===== src/rtl/perceptron_pkg.sv =====
// Shared types and sizing helpers for the perceptron training sequencer.
package perceptron_pkg;

    typedef enum logic [2:0] {
        S_IDLE      = 3'd0,
        S_CLEAR     = 3'd1,
        S_RECORD    = 3'd2,
        S_EVAL_REQ  = 3'd3,
        S_EVAL_WAIT = 3'd4,
        S_UPDATE    = 3'd5,
        S_FINISH    = 3'd6
    } train_state_t;

    localparam int N_FEAT_DEF = 8000;

    function automatic int addr_w_for(input int n);
        return (n <= 2) ? 1 : $clog2(n);
    endfunction

endpackage


===== src/rtl/perceptron_train_ctrl_phase_counter.sv =====
// Feature index counter shared by the record and update phases; holds at the
// last index instead of wrapping so the terminal flag alone ends a phase.
module phase_counter #(
    parameter int N_FEAT = 4,
    parameter int ADDR_W = 2
) (
    input  logic              Clk,
    input  logic              RST_n,
    input  logic              i_clr,
    input  logic              i_en,
    output logic [ADDR_W-1:0] o_cnt,
    output logic              o_last
);

    localparam logic [ADDR_W-1:0] LAST = ADDR_W'(N_FEAT - 1);

    logic [ADDR_W-1:0] r_cnt;

    always_ff @(posedge Clk or negedge RST_n) begin
        if (!RST_n)
            r_cnt <= '0;
        else if (i_clr)
            r_cnt <= '0;
        else if (i_en && !o_last)
            r_cnt <= r_cnt + ADDR_W'(1);
    end

    assign o_last = (r_cnt == LAST);
    assign o_cnt  = r_cnt;

endmodule


===== src/rtl/perceptron_train_ctrl.sv =====
// Per-sample sequencer: clear datapath, stream features, request hypothesis,
// and on a misclassification walk the weight RAM through one update pass.
module perceptron_train_ctrl
    import perceptron_pkg::*;
#(
    parameter int N_FEAT = N_FEAT_DEF,
    parameter int ADDR_W = addr_w_for(N_FEAT_DEF),
    parameter int CNT_W  = 16
) (
    input  logic              Clk,
    input  logic              RST_n,
    input  logic              Start,
    input  logic              Abort,
    input  logic              Bit_Valid,
    input  logic              Label,
    input  logic              Hw_Valid,
    input  logic              Hw,
    output logic              DW_Clr,
    output logic              Record_X,
    output logic              Get,
    output logic              Up_W,
    output logic              Hw_Req,
    output logic              W_We,
    output logic [ADDR_W-1:0] W_Addr,
    output logic              Busy,
    output logic              Done,
    output logic [CNT_W-1:0]  Sample_Cnt,
    output logic [CNT_W-1:0]  Mistake_Cnt
);

    train_state_t      r_state, w_nxt;
    logic              r_abort;
    logic              w_abort_take;
    logic              w_mistake;
    logic              w_cnt_clr, w_cnt_en;
    logic [ADDR_W-1:0] w_cnt;
    logic              w_last;

    assign w_abort_take = Abort && (r_state != S_IDLE);
    assign w_mistake    = (r_state == S_EVAL_WAIT) && Hw_Valid && (Label != Hw) && !Abort;

    // Abort suppresses the bit handshake so the source never loses a bit to a dead sample.
    assign Get      = (r_state == S_RECORD) && Bit_Valid && !Abort;
    assign DW_Clr   = (r_state == S_CLEAR);
    assign Record_X = (r_state == S_RECORD);
    assign Up_W     = (r_state == S_UPDATE);
    assign W_We     = (r_state == S_UPDATE);
    assign Hw_Req   = (r_state == S_EVAL_REQ);
    assign W_Addr   = (r_state == S_UPDATE) ? w_cnt : '0;
    assign Busy     = (r_state != S_IDLE);
    assign Done     = (r_state == S_FINISH) && !Abort;

    // Holding the counter clear through EVAL_WAIT leaves it at 0 for the first update cycle.
    assign w_cnt_clr = (r_state == S_CLEAR) || (r_state == S_EVAL_WAIT);
    assign w_cnt_en  = Get || (r_state == S_UPDATE);

    phase_counter #(
        .N_FEAT (N_FEAT),
        .ADDR_W (ADDR_W)
    ) u_phase_cnt (
        .Clk    (Clk),
        .RST_n  (RST_n),
        .i_clr  (w_cnt_clr),
        .i_en   (w_cnt_en),
        .o_cnt  (w_cnt),
        .o_last (w_last)
    );

    always_comb begin
        w_nxt = r_state;
        if (w_abort_take) begin
            w_nxt = S_CLEAR;
        end else begin
            case (r_state)
                S_IDLE:      if (Start) w_nxt = S_CLEAR;
                S_CLEAR:     w_nxt = r_abort ? S_IDLE : S_RECORD;
                S_RECORD:    if (Get && w_last) w_nxt = S_EVAL_REQ;
                S_EVAL_REQ:  w_nxt = S_EVAL_WAIT;
                S_EVAL_WAIT: if (Hw_Valid) w_nxt = (Label != Hw) ? S_UPDATE : S_FINISH;
                S_UPDATE:    if (w_last) w_nxt = S_FINISH;
                S_FINISH:    w_nxt = S_IDLE;
                default:     w_nxt = S_IDLE;
            endcase
        end
    end

    always_ff @(posedge Clk or negedge RST_n) begin
        if (!RST_n) begin
            r_state     <= S_IDLE;
            r_abort     <= 1'b0;
            Sample_Cnt  <= '0;
            Mistake_Cnt <= '0;
        end else begin
            r_state <= w_nxt;
            if (w_abort_take)
                r_abort <= 1'b1;
            else if (r_state == S_IDLE)
                r_abort <= 1'b0;
            if (w_mistake)
                Mistake_Cnt <= Mistake_Cnt + CNT_W'(1);
            if (Done)
                Sample_Cnt <= Sample_Cnt + CNT_W'(1);
        end
    end

endmodule


===== config.mk =====
export PLATFORM = sky130hd
export DESIGN_NAME = perceptron_train_ctrl
export DESIGN_NICKNAME = d
export VERILOG_FILES = /design/src/rtl/perceptron_pkg.sv /design/src/rtl/perceptron_train_ctrl_phase_counter.sv /design/src/rtl/perceptron_train_ctrl.sv
export SDC_FILE = /design/constraint.sdc
export NUM_CORES = 1
export LEC_CHECK = 0
export ABC_AREA = 1
export CORE_MARGIN = 10
export CORE_UTILIZATION = 50
export DETAILED_ROUTE_END_ITERATION = 8
export PLACE_DENSITY = 0.78
export SYNTH_ARGS = -nofsm -noshare
export SYNTH_HDL_FRONTEND = slang
export SYNTH_SLANG_ARGS = --single-unit

===== constraint.sdc =====
create_clock -name Clk -period 1.9 [get_ports Clk]
set_input_delay 0.38 -clock Clk [delete_from_list [all_inputs] [get_ports Clk]]
set_output_delay 0.38 -clock Clk [all_outputs]
set_load 0.05 [all_outputs]

# After elaboration in Yosys (flattened, before gate mapping)
# Cells that the tools add are included.
[word_totals]
ff_bits = 49
[op_classes]
n_mux = 13
addsub = 3
eq_ne = 12
reduce_logical = 18
[op_table]
columns = ["operator", "n"]
rows = [
  ["13-bit two-way mux", 3],
  ["16-bit by 1-bit adder with 16-bit output, second input constant", 2],
  ["3-bit case mux with 6 select lines", 1],
  ["3-bit two-way mux", 5],
  ["13-bit by 1-bit adder with 13-bit output, second input constant", 1],
  ["13-bit == test, second input constant", 1],
  ["3-bit == test, second input constant", 3],
  ["1-bit logical AND", 9],
  ["3-bit by 2-bit == test with 1-bit output, second input constant", 2],
  ["3-bit by 1-bit != test with 1-bit output, second input constant", 2],
  ["3-bit != test, second input constant", 2],
  ["2-bit two-way mux", 2],
  ["4-bit AND reduction", 1],
  ["2-bit nonzero test", 2],
  ["3-bit by 1-bit == test with 1-bit output, second input constant", 1],
  ["3-bit zero test", 1],
  ["3-bit nonzero test", 1],
  ["1-bit zero test", 2],
  ["1-bit logical OR", 2],
  ["1-bit two-way mux", 2],
  ["1-bit != test", 1],
]

# Logic depth before layout (Yosys ltp)
# Gate-level depths: netlist of the first run.
[depth]
word_depth = 7
ltp_mapped = 10
mapped_depth_nobuf = 9

# Hierarchy
# Synthesis of the first run repeated with hierarchy kept, for this count alone.
[unflattened]
hier_cells = 445
hier_area_um2 = 3109.2
[modules_own_cells]
columns = ["module", "n_inst", "area_per_inst_um2", "cells_per_inst"]
rows = [
  ["perceptron_train_ctrl", 1, 2257.2, 319],
  ["phase_counter", 1, 852.1, 126],
]

# Least setup slack after synthesis of the first run
# OpenSTA, ideal clock, no wires.
[synth_timing]
kind = "register to register"
from = "reg r_state[2]"
to = "reg u_phase_cnt.r_cnt[6], in the netlist u_phase_cnt.o_cnt[6]"
path_slack_ns = -0.505
arrival_ns = 2.285
path_buffers = 2
period_less_slack_ns = 2.405
stages_incl_launch_ff = 7
required_time_ns = 1.781
cell_sequence = "dfrtp_1 buf_6 nor3_1 nor2_1 buf_4 nand3_1 o21ai_2"
[synth_between]
word_cells_on_any_way = 11
cone_classes = "eq/ne: 4; mux: 1; reduce/logical: 6"
[synth_lines]
columns = ["element", "line", "text"]
rows = [
  ["start: declaration", "perceptron_train_ctrl.sv:31", "train_state_t r_state, w_nxt;"],
  ["start signal: assignment", "perceptron_train_ctrl.sv:94", "r_state <= w_nxt;"],
  ["3-bit by 1-bit == test with 1-bit output (*)", "n/a", ""],
  ["net DW_Clr", "perceptron_train_ctrl.sv:18", "output logic DW_Clr,"],
  ["1-bit logical OR (*)", "perceptron_train_ctrl.sv:54", "assign w_cnt_clr = (r_state == S_CLEAR) || (r_state == S_EVAL_WAIT);"],
  ["13-bit two-way mux or 2-bit nonzero test (tied branches)", "n/a", ""],
  ["end signal: assignment", "perceptron_train_ctrl_phase_counter.sv:25", "r_cnt <= r_cnt + ADDR_W'(1);"],
  ["end: declaration", "perceptron_train_ctrl_phase_counter.sv:17", "logic [ADDR_W-1:0] r_cnt;"],
]
# The timed path passes the listed nets; every way through them passes the cells marked *.
# A chain may end at the register's enable or synchronous reset.

# Final worst setup path of the first run
[layout_timing]
from = "reg r_state[2]"
to = "out Done"
[layout_between]
elab_chain_cells = 2
[layout_lines]
columns = ["element", "line", "text"]
rows = [
  ["3-bit == test", "perceptron_train_ctrl.sv:51", "assign Done = (r_state == S_FINISH) && !Abort;"],
  ["1-bit logical AND", "perceptron_train_ctrl.sv:51", ""],
  ["end: declaration", "perceptron_train_ctrl.sv:26", "output logic Done,"],
]
# No other way between the ends.

==> impl_summary.log, run 1 <==
INFO  metric status = completed
INFO  metric critical-path-slowest-cell = sky130_fd_sc_hd__dfrtp_2
INFO  metric syn_inst_count = 423
INFO  metric ctsLongestPathBuffers = 2
INFO  metric synth_cell_types = 32
INFO  metric final-max-slew-violation-count = 0
INFO  metric floorplan.die.width = just under 100 um
INFO  metric number_of_global_route_vias_before_repair = 2,867
INFO  metric timing.critical_path.cells = buf_4, buf_4, nand2_2, nor3_4, buf_12
INFO  metric portBuffers = 60
INFO  metric netlist.top_cell.by_area = sky130_fd_sc_hd__dfrtp_1
INFO  metric dpl.cell_count = 566
INFO  metric synth_enable_flop_cells = 0
INFO  metric die-area = 9650 um2
INFO  metric clk_latency = 0.31 ns
INFO  metric cts_inserted_buffers = 5
INFO  metric global_route.overflow_total = 0
INFO  metric finish.net_count = between 500 and 600
INFO  metric synthToLayoutAreaGrowth = 36.7%
INFO  metric synth-async-reset-ratio = 100%
INFO  metric synth-main-ff-cell = sky130_fd_sc_hd__dfrtp_1
INFO  metric clk_transition_reported_paths = about 0.09 ns
INFO  metric worst_voltage_drop_across_the_vdd_grid = 0.830 mV
INFO  metric vias_per_cell = 5.03
INFO  metric cap_violations = 0
INFO  metric post_cts_hold_buffer_count = 0
INFO  metric drt_pre_antenna_iters = 5
INFO  metric worst_pin_slew = 0.540 ns
INFO  metric timing.hold.worst.class = in -> async
INFO  metric tritoncts = built
INFO  metric ys.warnings.count = 0
INFO  metric yosys-top-cells-count = sky130_fd_sc_hd__nand2_1, sky130_fd_sc_hd__nor2_1, sky130_fd_sc_hd__inv_1, sky130_fd_sc_hd__dfrtp_1, sky130_fd_sc_hd__nand3_1
INFO  metric element_type_at_the_critical_path_end = output pin
INFO  metric netlist_top_cells_area = sky130_fd_sc_hd__dfrtp_1, sky130_fd_sc_hd__nand2_1, sky130_fd_sc_hd__nor2_1, sky130_fd_sc_hd__nand3_1, sky130_fd_sc_hd__inv_1
INFO  metric ctsRootBufferMaster = sky130_fd_sc_hd__clkbuf_8
INFO  metric final-instance-count-excl-fill = 581
INFO  metric grt_total_usage = around 16%
INFO  metric die_ht = slightly below 100 um
INFO  metric number_of_antenna_violations_at_the_first_check_in_global_routing = 0
INFO  metric flip_flop_and_latch_count_after_synthesis = 49
INFO  metric grt_max_degree = 50
INFO  metric cp_top_family = flip-flops
INFO  metric syn-num-nets = 434
INFO  metric cp.required = 1.52 ns
INFO  metric antenna_left = 0
INFO  metric power.static_leakage = approximately 2.0 nW
INFO  metric p_total = approximately 3.6 mW
INFO  metric timing.final.hold_violations = 0
INFO  metric postRouteWirelength = 7.61 mm
INFO  metric critPathMaxFanout = 7
INFO  metric vias = 2,920
INFO  metric power_density = between 800 and 900 nW/um2
INFO  metric gp_congestion = approximately 0.84
INFO  metric cp.buffers_inverters = 3
INFO  metric floorplan.initialDensity = between 50% and 60%
INFO  metric h-tree-depth = 2
INFO  metric period_needed = ~1.9 ns
INFO  metric final.fill_count = 478
INFO  metric crit_path_start_kind = flip-flop
INFO  metric cp_slowest_stage_delay = 0.48 ns
INFO  metric share_of_layout_cells_above_drive_strength_1 = 25.5%
INFO  metric synth_sequential_area_ratio = 40.0%
INFO  metric drt_iter0_markers = between 100 and 150
INFO  metric post_synth.cell_area_avg = 7.24 um2
INFO  metric synthMostInstantiatedCell = sky130_fd_sc_hd__nand2_1
INFO  metric maxSlewHeadroom = 63.9%
INFO  metric synth.top_cell.area_share = 40.0%
INFO  metric most_frequent_cell_on_critical_path = sky130_fd_sc_hd__buf_4
INFO  metric hpwl = 5.79 mm
INFO  metric maxClockFrequency = about 540 MHz
INFO  metric drc = 0
INFO  metric timing.final.crit_share = 98.3%
INFO  metric antenna_fix_cells = 0
INFO  metric timing.critical_path.arrival = 1.49 ns
INFO  metric top_level_ports = 61
INFO  metric avgRoutedWirePerCell = 13.1 um
INFO  metric setup_viol = 0
INFO  metric fin_tns_setup = 0 ns
INFO  metric timing_worst_setup_path_type = reg -> out
INFO  metric numClockSinks = 49
INFO  metric setup_skew_after_layout = roughly 0.014 ns
INFO  metric core = 5920 um2
INFO  metric grt_first_pass_wirelength = roughly 13 mm
INFO  metric synth_area = 3060 um2
INFO  metric placement_rows = 28
INFO  metric utilization = 70.7%
INFO  metric grt_setup_unrepaired = true
## registers in the layout (all words and copies together) (netlist names)
register           cells
Mistake_Cnt           16
r_abort                1
Sample_Cnt            16
r_state                3
u_phase_cnt.o_cnt     13
## worst reg2reg max path, cell delays in order (launching register included)
cell and delay [ns]:
sky130_fd_sc_hd__dfrtp_1 0.43, sky130_fd_sc_hd__ha_1 0.28, sky130_fd_sc_hd__nand3_2 0.15, sky130_fd_sc_hd__clkinv_1 0.13, sky130_fd_sc_hd__nand2_1 0.16, sky130_fd_sc_hd__nor2_1 0.08, sky130_fd_sc_hd__nor2_2 0.08, sky130_fd_sc_hd__buf_4 0.17
sky130_fd_sc_hd__nand3_1 0.10, sky130_fd_sc_hd__o21ai_2 0.09
## cell families after synthesis
kind of cell | share of synthesized area (%)
adder cells (fa/ha/maj) | 1.23
AO/OA/AOI/OAI | 4.21
buffers and inverters | 9.03
XOR/XNOR | 7.44
AND/OR/NAND/NOR | 38.0
flip-flops | 40.0
## report_power, final
group	total [mW]	leakage, nW	switching [mW]	internal (mW)
logic	1.53	1.34	0.994	0.532
clock network	0.760	0.0554	0.364	0.396
registers	1.30	0.644	0.143	1.15
## cell type report
type | instances | area [um2] | area share [%]
multi-input combinational | 311 | 1610 | 38.6
sequential | 49 | 1230 | 29.4
timing repair buffer | 84 | 930 | 22.2
inverter | 54 | 206 | 4.93
tap | 75 | 93.8 | 2.24
clock buffer | 6 | 72.6 | 1.73
clock inverter | 2 | 38.8 | 0.927
## worst paths after layout
| path | startpoint | end | slack [ns] | depth (start not counted) |
|---|---|---|---|---|
| max | r_state[2] | Done | 0.03 | 5 |
| max in group asynchronous | RST_n | r_state[2] | 1.62 | 2 |
| min in group Clk | r_abort | r_abort | 0.50 | 2 |
| max reg2reg | u_phase_cnt.o_cnt[0] | u_phase_cnt.o_cnt[6] | 0.18 | 9 |
| min | RST_n | r_abort | 0.04 | 2 |
| min reg2reg | r_abort | r_abort | 0.50 | 2 |
## layout by cell type (no fill, tap or decap), types with 2 or more instances in the layout
master	instances
sky130_fd_sc_hd__o21ai_1	2
sky130_fd_sc_hd__ha_1	3
sky130_fd_sc_hd__nand4_1	11
sky130_fd_sc_hd__nand3_2	3
sky130_fd_sc_hd__xor2_1	17
sky130_fd_sc_hd__nand2_1	127
sky130_fd_sc_hd__o21ai_0	9
sky130_fd_sc_hd__buf_4	54
sky130_fd_sc_hd__nor3_1	5
sky130_fd_sc_hd__buf_12	23
sky130_fd_sc_hd__nor3_2	2
sky130_fd_sc_hd__nor2_1	46
sky130_fd_sc_hd__inv_1	50
sky130_fd_sc_hd__clkbuf_8	5
sky130_fd_sc_hd__clkdlybuf4s50_1	5
sky130_fd_sc_hd__o21ai_2	5
sky130_fd_sc_hd__nor2_4	2
sky130_fd_sc_hd__nor3_4	2
sky130_fd_sc_hd__nand2_4	2
sky130_fd_sc_hd__dfrtp_2	3
sky130_fd_sc_hd__nand3b_1	2
sky130_fd_sc_hd__xnor2_1	9
sky130_fd_sc_hd__nor2_2	20
sky130_fd_sc_hd__inv_2	2
sky130_fd_sc_hd__dfrtp_1	46
sky130_fd_sc_hd__nand3_1	38
## timing repair
| action | CTS | global route |
|---|---|---|
| pin swaps | 1 | 0 |
| setup endpoints to repair | 17 | 20 |
| gates resized for setup | 9 | 15 |
| buffers inserted | 1 | 6 |
## per-stage QoR
step                setup slack [ns]  hold WS (ns)  instance area (um2)
floorplan                    -0.0611        0.0844                 3070
global placement             -0.0430         0.385                 3960
detailed placement           -0.0751         0.383                 3960
CTS                          -0.0288        0.0497                 4100
global route                 -0.0407        0.0534                 4190
finish                        0.0325        0.0383                 4190
## layer usage
| layer | track usage [%] | wire (um) | up-vias |
|---|---|---|---|
| li1 | - | - | 1488 |
| met1 | 18.9 | 3410 | 1346 |
| met2 | 26.6 | 3660 | 79 |
| met3 | 4.44 | 502 | 7 |
| met4 | 3.97 | 44 | 0 |
| met5 | 0 | 0 | - |
Power figures use the tool's default switching activity.
==> run 2: changes to the inputs <==
--- a/config.mk
+++ b/config.mk
@@ -5,11 +5,11 @@
 export SDC_FILE = /design/constraint.sdc
 export NUM_CORES = 1
 export LEC_CHECK = 0
-export ABC_AREA = 1
 export CORE_MARGIN = 10
 export CORE_UTILIZATION = 50
 export DETAILED_ROUTE_END_ITERATION = 8
-export PLACE_DENSITY = 0.78
+export PLACE_DENSITY = 0.8
 export SYNTH_ARGS = -nofsm -noshare
 export SYNTH_HDL_FRONTEND = slang
+export SYNTH_HIERARCHICAL = 1
 export SYNTH_SLANG_ARGS = --single-unit
==> constraint.sdc (replaced) <==
create_clock -name Clk -period 1.9 [get_ports Clk]
set_input_delay 0.57 -clock Clk [delete_from_list [all_inputs] [get_ports Clk]]
set_output_delay 0.57 -clock Clk [all_outputs]
set_load 0.05 [all_outputs]
==> run 2 against run 1 <==
Effect of this change:
- the run now ends with setup timing left
- highest routed layer unchanged
- sequential power down 7%
- sequential share of layout area down 0.42 points
- cell count down 25%
- synthesized area down 14%
- worst hold slack better by 0.23 ns
- largest cell class unchanged
- clock power down 1%
- sequential cell count unchanged
- synthesized cell count down 40%
- die area down 11%
- clock skew down 0.0013 ns
- critical path depth up 3
- combinational power up 5%
==> impl_summary.log, run 2 <==
INFO  metric element_type_at_the_critical_path_end = flip-flop
INFO  metric timing_worst_setup_path_type = reg -> reg
INFO  metric floorplan.die.width = approximately 90 um
INFO  metric portBuffers = 60
INFO  metric tritoncts = built
INFO  metric met2WireLength = 3.99 mm
INFO  metric drt_iter0_markers = 65
INFO  metric power_density = 840 nW/um2
INFO  metric synth_cell_types = 48
INFO  metric grt_setup_unrepaired = true
INFO  metric avgRoutedWirePerCell = 17.5 um
INFO  metric route.layer.met1.wl = 3.10 mm
INFO  metric ctsRootBufferMaster = sky130_fd_sc_hd__clkbuf_8
INFO  metric drc = 0
INFO  metric post_synth.cell_area_avg = 10.4 um2
INFO  metric syn-num-nets = 264
INFO  metric synth_enable_flop_cells = 0
INFO  metric layout.area.seq = 1230 um2
INFO  metric top_level_ports = 61
INFO  metric final.fill_count = 282
INFO  metric dr_wl_met3 = 425 um
INFO  metric setup_viol = 29
INFO  metric number_of_antenna_violations_at_the_first_check_in_global_routing = 0
INFO  metric antenna_left = 0
INFO  metric share_of_layout_cells_above_drive_strength_1 = 46.8%
INFO  metric cts_inserted_buffers = 5
INFO  metric period_needed = 2.06 ns
INFO  metric vias_per_cell = 5.33
INFO  metric synth-async-reset-ratio = 100%
INFO  metric p_sw_share = 35.8%
INFO  metric synth_sequential_area_ratio = 46.7%
INFO  metric power_switching = 1.28 mW
INFO  metric status = finished, violations left
INFO  metric place_ws = -0.440 ns
INFO  metric finish.instance_area = ~4200 um2
INFO  metric topRoutingLayerUsed = met4
INFO  metric maxClockFrequency = 485 MHz
INFO  metric netlist.top_cell.by_area = sky130_fd_sc_hd__dfrtp_1
INFO  metric synth-main-ff-cell = sky130_fd_sc_hd__dfrtp_1
INFO  metric critPathMaxFanout = 6
INFO  metric dpl.cell_count = 410
INFO  metric internal_power_contribution = 2.29 mW
INFO  metric drt_pre_antenna_iters = 4
INFO  metric layout_commonest_cell = sky130_fd_sc_hd__buf_4
INFO  metric vias = 2,320
INFO  metric timing.hold.worst.class = in -> async
INFO  metric numClockSinks = between 40 and 50
INFO  metric dpl_cell_area = 3850 um2
INFO  metric die-area = roughly 8500 um2
INFO  metric utilization = between 80% and 90%
INFO  metric global_route.overflow_total = 0
INFO  metric worst_pin_slew = 0.622 ns
INFO  metric maxSlewHeadroom = 58.5%
INFO  metric synthMostInstantiatedCell = sky130_fd_sc_hd__dfrtp_1
INFO  metric timing.final.crit_share = 108%
INFO  metric core = 5110 um2
INFO  metric cap_violations = 0
INFO  metric syn_inst_count = 253
INFO  metric synth_area = about 2600 um2
INFO  metric die_ht = 92.4 um
INFO  metric placement_rows = 26
INFO  metric final-max-slew-violation-count = 0
INFO  metric ctsLongestPathBuffers = 2
INFO  metric power_frac_seq = 34.0%
INFO  metric h-tree-depth = 2
INFO  metric synthToLayoutAreaGrowth = 61.9%
INFO  metric worst_voltage_drop_across_the_vdd_grid = 1.04 mV
INFO  metric share_of_total_power_in_combinational_logic = 45.0%
INFO  metric clk_latency = ~0.30 ns
INFO  metric clk_transition_reported_paths = 0.10 ns
INFO  metric postRouteWirelength = 7.62 mm
INFO  metric fin_tns_setup = -2.87 ns
INFO  metric gp_congestion = a little under 0.9
INFO  metric final-instance-count-excl-fill = roughly 440
INFO  metric final_cell_mix = sky130_fd_sc_hd__buf_4, sky130_fd_sc_hd__dfrtp_1, sky130_fd_sc_hd__buf_12
INFO  metric antenna_fix_cells = 0
INFO  metric yosys-top-cells-count = sky130_fd_sc_hd__dfrtp_1, sky130_fd_sc_hd__xnor2_1, sky130_fd_sc_hd__nor2_1, sky130_fd_sc_hd__nand2_1
INFO  metric hpwl = 4.93 mm
INFO  metric finish.net_count = 375
INFO  metric netlist_top_cells_area = sky130_fd_sc_hd__dfrtp_1, sky130_fd_sc_hd__xnor2_1, sky130_fd_sc_hd__xor2_1, sky130_fd_sc_hd__nor2_1, sky130_fd_sc_hd__and2_1
INFO  metric grt_total_usage = 16.4%
INFO  metric power.static_leakage = 2.06 nW
INFO  metric crit_path_start_kind = flip-flop
INFO  metric setup_skew_after_layout = 0.0123 ns
INFO  metric number_of_global_route_vias_before_repair = ~2,400
INFO  metric grt_max_degree = 27
INFO  metric flip_flop_and_latch_count_after_synthesis = 49
INFO  metric timing.critical_path.arrival = roughly 2.3 ns
INFO  metric multi_input_area = 1500 um2
INFO  metric synth.top_cell.area_share = between 40% and 50%
INFO  metric whs = 0.272 ns
INFO  metric violations = setup timing
INFO  metric clock_power_share = 21.0%
INFO  metric ys.warnings.count = 6
INFO  metric floorplan.initialDensity = between 50% and 60%
INFO  metric timing.final.hold_violations = 0
INFO  metric cp.required = 2.13 ns
INFO  metric fin_ws = -0.160 ns
INFO  metric p_total = 3.57 mW
INFO  metric grt_first_pass_wirelength = 11.7 mm
==> run 2: cell types whose count changed in the layout (fill, tap and decap cells not counted), moves of 10 or more <==
cell                      before  now
sky130_fd_sc_hd__nor2_2       20    1
sky130_fd_sc_hd__and2_4        0   12
sky130_fd_sc_hd__inv_1        50    8
sky130_fd_sc_hd__nand2_1     127   21
sky130_fd_sc_hd__buf_4        54   64
sky130_fd_sc_hd__nand3_1      38   12
sky130_fd_sc_hd__nor2_1       46   23
sky130_fd_sc_hd__buf_6         0   10
sky130_fd_sc_hd__xnor2_1       9   27
==> run 2: layer usage <==
metal	global-route usage, %	vias up
met3	4.92	10
li1	-	1088
met5	0	-
met2	29.3	77
met4	4.50	0
met1	18.6	1145
==> run 2: cell type report <==
type	count	area share, %
multi-input combinational	185	35.4
timing repair buffer	112	29.9
sequential	49	29.0
tap	70	2.06
clock buffer	6	1.71
inverter	11	1.03
clock inverter	2	0.913
==> run 2: path summary, 6_finish.rpt <==
check,start,end,slack (ns),depth (start not counted)
min in group Clk,Mistake_Cnt[15],Mistake_Cnt[15],0.48,1
worst min register to register,Mistake_Cnt[15],Mistake_Cnt[15],0.48,1
worst max register to register,r_state[0],u_phase_cnt/o_cnt[8],-0.16,8
worst max-delay path,r_state[0],u_phase_cnt/o_cnt[8],-0.16,8
max in group asynchronous,RST_n,r_state[2],1.06,2
worst min-delay path,RST_n,Sample_Cnt[8],0.27,1
==> run 2: cells by family after synthesis <==
group                    after synthesis  share of synthesized area [%]
buffers and inverters                 19                           2.96
flip-flops                            49                           46.7
adder cells (fa/ha/maj)                3                           1.43
XOR/XNOR                              41                           13.7
multiplexers                           2                          0.811
AND/OR/NAND/NOR                      120                           29.0
AO/OA/AOI/OAI                         19                           5.39
==> run 2: critical path: stages (launching register included) <==
cell and delay (ns):
sky130_fd_sc_hd__dfrtp_1 0.43, sky130_fd_sc_hd__buf_12 0.15, sky130_fd_sc_hd__nor3b_4 0.18, sky130_fd_sc_hd__and3_4 0.22, sky130_fd_sc_hd__buf_6 0.09, sky130_fd_sc_hd__or2_4 0.14
sky130_fd_sc_hd__nand4_4 0.19, sky130_fd_sc_hd__or3_4 0.46, sky130_fd_sc_hd__a21oi_2 0.15
==> run 2: timing repair <==
action | 4_1_cts | 5_1_grt
pin swaps | 6 | 17
cloned | 0 | 1
hold buffers | 0 | 0
gates resized for setup | 19 | 28
setup buffers | 10 | 7
setup endpoints to repair | 52 | 40
==> run 2: power by group through the flow <==
stage	sequential [mW]	clock, mW	combinational, mW
floorplan	1.28	0	0.669
global placement	1.21	0	1.29
global route	1.22	0.809	1.70
finish	1.21	0.749	1.61
detailed placement	1.22	0	1.31
CTS	1.20	0.758	1.49
==> run 3: changes to the inputs <==
--- a/config.mk
+++ b/config.mk
@@ -5,10 +5,13 @@
 export SDC_FILE = /design/constraint.sdc
 export NUM_CORES = 1
 export LEC_CHECK = 0
+export CAP_MARGIN = 15
 export CORE_MARGIN = 10
 export CORE_UTILIZATION = 50
+export CTS_CLUSTER_SIZE = 16
 export DETAILED_ROUTE_END_ITERATION = 8
 export PLACE_DENSITY = 0.8
+export SKIP_CTS_REPAIR_TIMING = 1
 export SYNTH_ARGS = -nofsm -noshare
 export SYNTH_HDL_FRONTEND = slang
 export SYNTH_HIERARCHICAL = 1
==> run 3 against run 2 <==
Effect of this change:
- the flow still finishes with violations (setup timing)
- critical path type unchanged
- combinational power decreased by 4%
- power decreased by 1.7%
- sequential share of layout area is 0.48 points higher
- utilization down 1.4 points
- largest cell class unchanged
- clock power barely moved
==> impl_summary.log, run 3 (synthesis results as in run 2) <==
INFO  metric setup_skew_after_layout = ~0.011 ns
INFO  metric dpl.cell_count = 410
INFO  metric critPathMaxFanout = 8
INFO  metric maxSlewHeadroom = 59.5%
INFO  metric numClockSinks = 49
INFO  metric timing_worst_setup_path_type = reg -> reg
INFO  metric floorplan.initialDensity = 51.4%
INFO  metric final_cell_mix = sky130_fd_sc_hd__buf_4, sky130_fd_sc_hd__dfrtp_1, sky130_fd_sc_hd__buf_12
INFO  metric number_of_global_route_vias_before_repair = 2,295
INFO  metric fin_ws = -0.194 ns
INFO  metric portBuffers = 60
INFO  metric timing.hold.worst.class = in -> async
INFO  metric die-area = 8550 um2
INFO  metric grt_max_degree = 27
INFO  metric critical-path-slowest-cell = sky130_fd_sc_hd__dfrtp_1
INFO  metric number_of_antenna_violations_at_the_first_check_in_global_routing = 0
INFO  metric period_needed = 2.09 ns
INFO  metric grt_total_usage = 15.4%
INFO  metric timing.critical_path.cells = buf_12, nor3b_4, and3_4, buf_6, or2_4, nand4_4, or3_4, a21oi_2
INFO  metric dpl_cell_area = 3850 um2
INFO  metric gp_congestion = 0.887
INFO  metric setup_viol = 25
INFO  metric worst_voltage_drop_across_the_vdd_grid = 1.06 mV
INFO  metric power.static_leakage = 2.02 nW
INFO  metric die_ht = 92.4 um
INFO  metric antenna_fix_cells = 0
INFO  metric vias = 2,272
INFO  metric violations = setup timing
INFO  metric share_of_layout_cells_above_drive_strength_1 = between 40% and 50%
INFO  metric grt_first_pass_wirelength = 11.0 mm
INFO  metric cap_violations = 0
INFO  metric timing.final.crit_share = 110%
INFO  metric element_type_at_the_critical_path_end = flip-flop
INFO  metric clk_latency = 0.30 ns
INFO  metric global_route.overflow_total = 0
INFO  metric grt_setup_unrepaired = true
INFO  metric drt_iter0_markers = 98
INFO  metric core = 5110 um2
INFO  metric ctsRootBufferMaster = sky130_fd_sc_hd__clkbuf_8
INFO  metric final-max-slew-violation-count = 0
INFO  metric layout_commonest_cell = sky130_fd_sc_hd__buf_4
INFO  metric placement_rows = 26
INFO  metric top_level_ports = 61
INFO  metric vias_per_cell = 5.31
INFO  metric whs = ~0.27 ns
INFO  metric final-instance-count-excl-fill = between 400 and 500
INFO  metric cp.required = 2.13 ns
INFO  metric tritoncts = built
INFO  metric maxClockFrequency = 478 MHz
INFO  metric crit_path_start_kind = flip-flop
INFO  metric finish.net_count = 368
INFO  metric finish.instance_area = 4170 um2
INFO  metric ctsLongestPathBuffers = 2
INFO  metric drt_pre_antenna_iters = 4
INFO  metric hpwl = between 4 and 5 mm
INFO  metric floorplan.die.width = 92.4 um
INFO  metric avgRoutedWirePerCell = between 15 and 20 um
INFO  metric cts_inserted_buffers = 5
INFO  metric clk_transition_reported_paths = 0.10 ns
INFO  metric power_density = about 840 nW/um2
INFO  metric postRouteWirelength = 7.09 mm
INFO  metric worst_pin_slew = 0.608 ns
INFO  metric timing.critical_path.arrival = 2.32 ns
INFO  metric antenna_left = 0
INFO  metric h-tree-depth = 2
INFO  metric synthToLayoutAreaGrowth = 59.0%
INFO  metric drc = 0
INFO  metric timing.final.hold_violations = 0
INFO  metric status = finished, violations left
INFO  metric cp_slowest_stage_delay = 0.42 ns
==> run 3: area by class of cell <==
cell class / instances / area [um2]
Clock buffer: 6 / 72.6
Inverter: 11 / 46.3
Timing Repair Buffer: 105 / 1210
Tap cell: 70 / 87.6
Fill cell: 303 / 935
Multi-Input combinational cell: 185 / 1490
Clock inverter: 2 / 38.8
Sequential cell: 49 / 1230
==> run 3: worst max-delay path, delay by kind of cell (launching register included) <==
family                 cells  cell delay (ns)
AOI/OAI and AO/OA          1             0.17
buffers and inverters      2             0.24
DFF                        1             0.42
and+or+nand+nor            5             1.18
==> run 3: through the flow <==
step | setup WS (ns) | utilization, % | power, mW | setup TNS [ns]
final | -0.194 | 81.7 | 3.51 | -2.37
after global routing | -0.265 | 81.7 | 3.68 | -4.55
after CTS | -0.345 | 77.6 | 3.28 | -6.24
after detailed placement | -0.440 | 75.4 | 2.53 | -15.16
after global placement | -0.402 | 75.4 | 2.50 | -13.58
after floorplan | -0.447 | - | 1.95 | -4.96
==> run 3: power by group <==
part	switching, mW	total [mW]	leakage (nW)	internal (mW)
combinational	0.810	1.55	1.31	0.741
clock	0.351	0.747	0.0554	0.396
sequential	0.0941	1.21	0.659	1.12
==> run 3: routing by layer <==
| metal | routed length [um] | part of all wire, % | track usage (%) | vias to the layer above |
|---|---|---|---|---|
| met4 | 99 | 1.4 | 3.98 | 0 |
| met5 | 0 | 0 | 0 | - |
| met1 | 2990 | 42 | 18.2 | 1117 |
| met3 | 408 | 5.8 | 4.84 | 8 |
| met2 | 3590 | 51 | 26.3 | 72 |
| li1 | - | - | - | 1075 |
==> run 3: path summary, 6_finish.rpt <==
| kind | start | endpoint | slack [ns] | cells past startpoint |
|---|---|---|---|---|
| max in group asynchronous | RST_n | r_state[2] | 1.07 | 2 |
| hold reg to reg | Mistake_Cnt[15] | Mistake_Cnt[15] | 0.48 | 1 |
| min in group Clk | Mistake_Cnt[15] | Mistake_Cnt[15] | 0.48 | 1 |
| setup reg to reg | r_state[0] | u_phase_cnt/o_cnt[8] | -0.19 | 8 |
| setup / recovery | r_state[0] | u_phase_cnt/o_cnt[8] | -0.19 | 8 |
| hold / removal | RST_n | Sample_Cnt[2] | 0.27 | 1 |
